### src/rtl/barcode_frame_serializer.sv
// barcode_frame_serializer: turns one accepted pricing result (d, value_to_pay)
// into a framed bar/space pattern with quiet zones, start/stop guards and an
// even-parity bit. Each module is held for MODULE_CYCLES clocks.
module barcode_frame_serializer #(
  parameter int MODULE_CYCLES = 4,
  parameter int QUIET_MODULES = 2
) (
  input  logic       clk,
  input  logic       rst_n,
  input  logic       in_valid,
  output logic       in_ready,
  input  logic [4:0] value_to_pay,
  input  logic [3:0] d,
  input  logic       p_n,
  output logic       bar_out,
  output logic       bar_active,
  output logic       frame_done,
  output logic       reject
);

  localparam int CW = (MODULE_CYCLES > 1) ? $clog2(MODULE_CYCLES) : 1;
  localparam int MQ = (QUIET_MODULES > 3) ? QUIET_MODULES : 3;
  localparam int MW = $clog2(MQ);
  localparam logic [CW-1:0] CYC_LAST   = CW'(MODULE_CYCLES - 1);
  localparam logic [MW-1:0] QUIET_LAST = MW'(QUIET_MODULES - 1);
  localparam logic [MW-1:0] TRIPLE_LAST = MW'(2);

  typedef enum logic [2:0] {
    IDLE, QUIET_PRE, START, DATA, STOP, QUIET_POST
  } state_t;

  state_t        state, state_nxt;
  logic [CW-1:0] cyc, cyc_nxt;
  logic [MW-1:0] mod_idx, mod_nxt;
  logic [3:0]    sym, sym_nxt;
  logic [9:0]    payload;
  logic [9:0]    payload_sel;
  logic          armed;
  logic          handshake;
  logic          module_end;
  logic          bar_nxt;

  // Even parity: 1 when the nine data bits hold an odd number of ones.
  function automatic logic parity9(input logic [8:0] bits);
    return ^bits;
  endfunction

  // Level of the module addressed by (state, module index, current data bit).
  function automatic logic module_level(input state_t s, input logic [MW-1:0] m,
                                        input logic bitv);
    case (s)
      START, STOP: return (m != MW'(1));
      DATA:        return (m == '0) || ((m == MW'(1)) && bitv);
      default:     return 1'b0;
    endcase
  endfunction

  // armed keeps in_ready low until the first clock edge after reset release.
  assign in_ready   = armed && (state == IDLE);
  assign handshake  = in_valid && in_ready;
  assign bar_active = (state != IDLE);
  assign frame_done = (state == QUIET_POST) && (mod_idx == QUIET_LAST) && (cyc == CYC_LAST);
  assign module_end = (cyc == CYC_LAST);
  assign payload_sel = payload << sym_nxt;

  // Next-state and sub-counter sequencing; bar level is precomputed for the next cycle.
  always_comb begin
    state_nxt = state;
    cyc_nxt   = cyc;
    mod_nxt   = mod_idx;
    sym_nxt   = sym;
    if (state == IDLE) begin
      if (handshake && !p_n) begin
        state_nxt = QUIET_PRE;
        cyc_nxt   = '0;
        mod_nxt   = '0;
        sym_nxt   = '0;
      end
    end else if (!module_end) begin
      cyc_nxt = cyc + 1'b1;
    end else begin
      cyc_nxt = '0;
      mod_nxt = mod_idx + 1'b1;
      unique case (state)
        QUIET_PRE: if (mod_idx == QUIET_LAST) begin
          state_nxt = START;
          mod_nxt   = '0;
        end
        START: if (mod_idx == TRIPLE_LAST) begin
          state_nxt = DATA;
          mod_nxt   = '0;
          sym_nxt   = '0;
        end
        DATA: if (mod_idx == TRIPLE_LAST) begin
          mod_nxt = '0;
          if (sym == 4'd9) begin
            state_nxt = STOP;
            sym_nxt   = '0;
          end else begin
            sym_nxt = sym + 1'b1;
          end
        end
        STOP: if (mod_idx == TRIPLE_LAST) begin
          state_nxt = QUIET_POST;
          mod_nxt   = '0;
        end
        QUIET_POST: if (mod_idx == QUIET_LAST) begin
          state_nxt = IDLE;
          mod_nxt   = '0;
        end
        default: state_nxt = IDLE;
      endcase
    end
    bar_nxt = module_level(state_nxt, mod_nxt, payload_sel[9]);
  end

  // State, counters, captured payload and registered outputs.
  always_ff @(posedge clk or negedge rst_n) begin
    if (!rst_n) begin
      state   <= IDLE;
      cyc     <= '0;
      mod_idx <= '0;
      sym     <= '0;
      payload <= '0;
      bar_out <= 1'b0;
      reject  <= 1'b0;
      armed   <= 1'b0;
    end else begin
      state   <= state_nxt;
      cyc     <= cyc_nxt;
      mod_idx <= mod_nxt;
      sym     <= sym_nxt;
      bar_out <= bar_nxt;
      reject  <= handshake && p_n;
      armed   <= 1'b1;
      if (handshake) payload <= {d, value_to_pay, parity9({d, value_to_pay})};
    end
  end

endmodule

### config.mk
export PLATFORM = sky130hd
export DESIGN_NAME = barcode_frame_serializer
export DESIGN_NICKNAME = d
export VERILOG_FILES = /design/src/rtl/barcode_frame_serializer.sv
export SDC_FILE = /design/constraint.sdc
export NUM_CORES = 1
export LEC_CHECK = 0
export CORE_MARGIN = 5
export CORE_UTILIZATION = 25
export DETAILED_ROUTE_END_ITERATION = 16
export SYNTH_ARGS = -nofsm -noshare
export SYNTH_HDL_FRONTEND = slang
export SYNTH_SLANG_ARGS = --single-unit
### constraint.sdc
create_clock -name clk -period 2.55 [get_ports clk]
set_input_delay 0.51 -clock clk [delete_from_list [all_inputs] [get_ports clk]]
set_output_delay 0.51 -clock clk [all_outputs]
set_load 0.01 [all_outputs]
==> summary.txt <==
Status
  • Run status: finished clean

Setup path
  • Worst setup endpoint: in_ready
  • Startpoint Class: register
  • CP startpoint: state[1]
  • Largest stage delay, worst path: approximately 0.54 ns
  • Startpoint-to-endpoint class of the critical path: reg2out
  • Ordered cell list for the critical path: nor3_4 -> buf_4 -> and2_1 -> clkdlybuf4s50_1
  • Critical path fanouts, max: 9
  • Slowest library cell on the worst path: sky130_fd_sc_hd__clkdlybuf4s50_1
  • Worst r2r path cells: 9
  • Critical Path Sink Type: output pin
  • Data required time at the worst endpoint: between 2 and 2.5 ns
  • Register-to-register setup slack: 0.16 ns
  • RR Endpoint: bar_out
  • Startpoint of the worst register-to-register path: mod_idx[0]
  • Critical path data arrival time: ~1.9 ns

Timing
  • Fin worst setup slack: about 0.15 ns
  • Final setup violation count: 0
  • Worst hold slack across all endpoints: between 0.4 and 0.5 ns
  • Timing-limited maximum frequency: 0.417 GHz
  • Share of the clock period used by the worst path after layout: 0.939
  • Hold Vio Cnt, Final: 0
  • Post-layout minimum cycle time: 2.40 ns
  • Setup repair after global routing missed its margin: no
  • Clock Skews: around 0.0026 ns
  • Number of pins with negative max-slew slack in the final report: 0
  • Total negative slack for setup checks: 0 ns

Power and ir drop
  • Power per unit of standard cell area: ~410 nW/µm²
  • Final Power: roughly 780 µW
  • Static leakage power: about 0.84 nW
  • VDD IR-drop max: roughly 170 µV

Hold path
  • Path category of the worst min-delay check: reg2reg

Clock tree
  • Clock insertion delay at the later pin of the skew report: ~0.27 ns
  • Reg clk slew, reported paths: approximately 0.090 ns
  • Clock buffers created by TritonCTS: 3
  • Worst-case clock buffer depth: 2
  • Deepest level of the CTS H-tree: 1
  • Cells resized by post-CTS repair: 0
  • Cell at the root of the clock tree: sky130_fd_sc_hd__clkbuf_8
  • Clock tree from TritonCTS: yes
  • Clock Sinks: 24
  • Post-CTS Hold Buffers: 0
  • Number of setup buffers added after CTS: 0

Final layout
  • Area of the multi-input gates: around 830 µm²
  • Synth-to-Final Area Change: 25.9%
  • Share of the core filled with cells: 0.322
  • Area taken by flip-flops and latches: ~600 µm²
  • Final net count: slightly below 200
  • Diode insertion count for antenna repair: 0
  • Proportion of layout cells with a drive suffix above 1: 0.171
  • # fillers: slightly above 600

Floorplan
  • Die Footprint: about 7600 µm²
  • Number of core rows: 28
  • Effective utilization at floorplan: 0.256
  • Width of the die: ~87 µm
  • Die Y: slightly below 90 µm
  • Number of I/O pins: 18
  • Area inside the core boundary: 5850 µm²

Route
  • Via count: 1141
  • Via density: approximately 4.6
  • Initial DRC count: 57
  • Post-detailed-route DRC marker count: 0
  • Average wire per cell in the routed design: about 12 µm
  • Total wirelength of the detailed-routed design: 3.05 mm
  • DRT Pass-1 Iters: 4
  • Number of nets still failing antenna checks after routing: 0

Synthesis
  • Mean post-synth cell area: between 10 and 15 µm²
  • Synth unique cells: between 40 and 50
  • Post-synth net total: 169
  • Post-synthesis cell count: 149
  • Synth Register Bits: 24
  • Warnings, synthesis: 0
  • Cell Area, Synth: about 1500 µm²
  • Sequential share of the synthesized area: 0.402

Place
  • Post-detailed-placement half-perimeter wirelength: 2.34 mm
  • Global placement routability congestion: 0.838
  • Worst Setup Slack post-DPL: -0.0564 ns
  • Count of port buffers added during placement: 17

Global route
  • Pin count of the biggest net entering global routing: 25
  • Global-route wire length before repair: roughly 5.2 mm
  • GRT overflow: 0
  • Via count of the first global-routing pass: around 1100
  • Initial antenna violation count: 0
  • GR Util All Layers: 0.0860

Run
  • Max-cap viol count: 0
[layout make-up]
| cell class | instances | area share |
|---|---|---|
| multi-input cells | 109 | 0.439 |
| flip-flops and latches | 24 | 0.319 |
| repair buffers | 28 | 0.134 |
| well taps | 75 | 0.0499 |
| clock buffers | 3 | 0.0219 |
| inverters | 10 | 0.0199 |
| clock inverters | 1 | 0.0160 |
[cells in the final DEF (no fill, tap or decap), drive strengths merged, types with 2 or more instances in the layout]
cell / netlist / layout
inv: 10 / 10
and3: 2 / 2
nand3b: 2 / 2
mux2: 11 / 11
nand3: 4 / 4
o21ai: 9 / 9
a211o: 2 / 2
nand2: 12 / 12
nor3: 3 / 3
a22o: 3 / 3
o31ai: 3 / 3
a21oi: 6 / 6
a22oi: 2 / 2
nand2b: 5 / 5
xnor2: 7 / 7
and4b: 2 / 2
ha: 7 / 7
clkdlybuf4s50: 0 / 17
mux2i: 8 / 8
buf: 1 / 11
clkbuf: 5 / 3
o32ai: 2 / 2
dfrtp: 24 / 24
nor2: 6 / 6
[worst min-delay path by stage]
stage | startpoint | slack (ns) | depth (start not counted) | endpoint
2_1_floorplan | rst_n | 0.21 | 0 | armed
3_3_place_gp | cyc[0] | 0.47 | 1 | cyc[0]
3_5_place_dp | cyc[0] | 0.49 | 1 | cyc[0]
4_1_cts | cyc[0] | 0.50 | 1 | cyc[0]
5_1_grt | cyc[0] | 0.51 | 1 | cyc[0]
6_report | cyc[0] | 0.50 | 1 | cyc[0]
[Yosys cell counts, drive strengths merged]
library cell,count,area (µm²)
o22ai,1,6.26
o31ai,3,22.5
a21boi,1,7.51
and2,1,6.26
ha,7,87.6
xor2,1,8.76
or3,1,6.26
a21o,1,7.51
clkbuf,5,20.0
xnor2,7,61.3
nand3,4,20.0
a22oi,2,15.0
nor3,3,26.3
nand4,1,6.26
nand2,12,45.0
a211oi,1,7.51
nand3b,2,15.0
conb,1,3.75
nand2b,5,31.3
a211o,2,17.5
nand4b,1,8.76
inv,10,37.5
mux2,11,124
buf,1,11.3
mux2i,8,80.1
a22o,3,26.3
and3,2,17.5
nor2,6,22.5
a31oi,1,6.26
o32ai,2,25.0
and3b,1,8.76
a21oi,6,30.0
and4b,2,20.0
o21ai,9,45.0
maj3,1,10.0
dfrtp,24,601
[worst max-delay path, delay by kind of cell (launching register included)]
kind / cells / cell delay [ns]
AND/OR/NAND/NOR: 2 / 0.40
buffers and inverters: 2 / 0.71
flip-flops: 1 / 0.51
[flip-flops by register name, summed over array words and instances, names as in the netlist]
| register | count |
|---|---|
| mod_idx | 2 |
| sym | 4 |
| reject | 1 |
| bar_out | 1 |
| payload | 10 |
| cyc | 2 |
| state | 3 |
| armed | 1 |
[power breakdown]
group	switching, mW	leakage (nW)	total [mW]	internal [mW]
clock	0.129	0.0357	0.339	0.210
sequential	0.000263	0.308	0.381	0.381
combinational	0.0229	0.497	0.0555	0.0326
total	0.152	0.840	0.775	0.624
[layer usage]
layer  part of all wire  global-route usage  vias up
met5                  0                   0        -
met4              0.011              0.0251        0
met3              0.042              0.0246        4
met2               0.47               0.140       14
met1               0.47               0.110      541
li1                   -                   -      582
[through the flow]
step | cells | area [µm²]
floorplan | 149 | 1500
CTS | 250 | 1880
global route | 250 | 1880
detailed placement | 246 | 1810
global placement | 246 | 1810
finish | 250 | 1880
[cell families (layout without fill, tap and decap cells)]
kind of cell	after synthesis	after routing	synth area share
compound gates	32	32	0.145
other cells	1	1	0.00251
buf+inv	16	42	0.0460
mux	19	19	0.136
xor+xnor	8	8	0.0469
simple gates	41	41	0.156
flops	24	24	0.402
fa+ha+maj	8	8	0.0653
(Power assumes the default switching activity.)
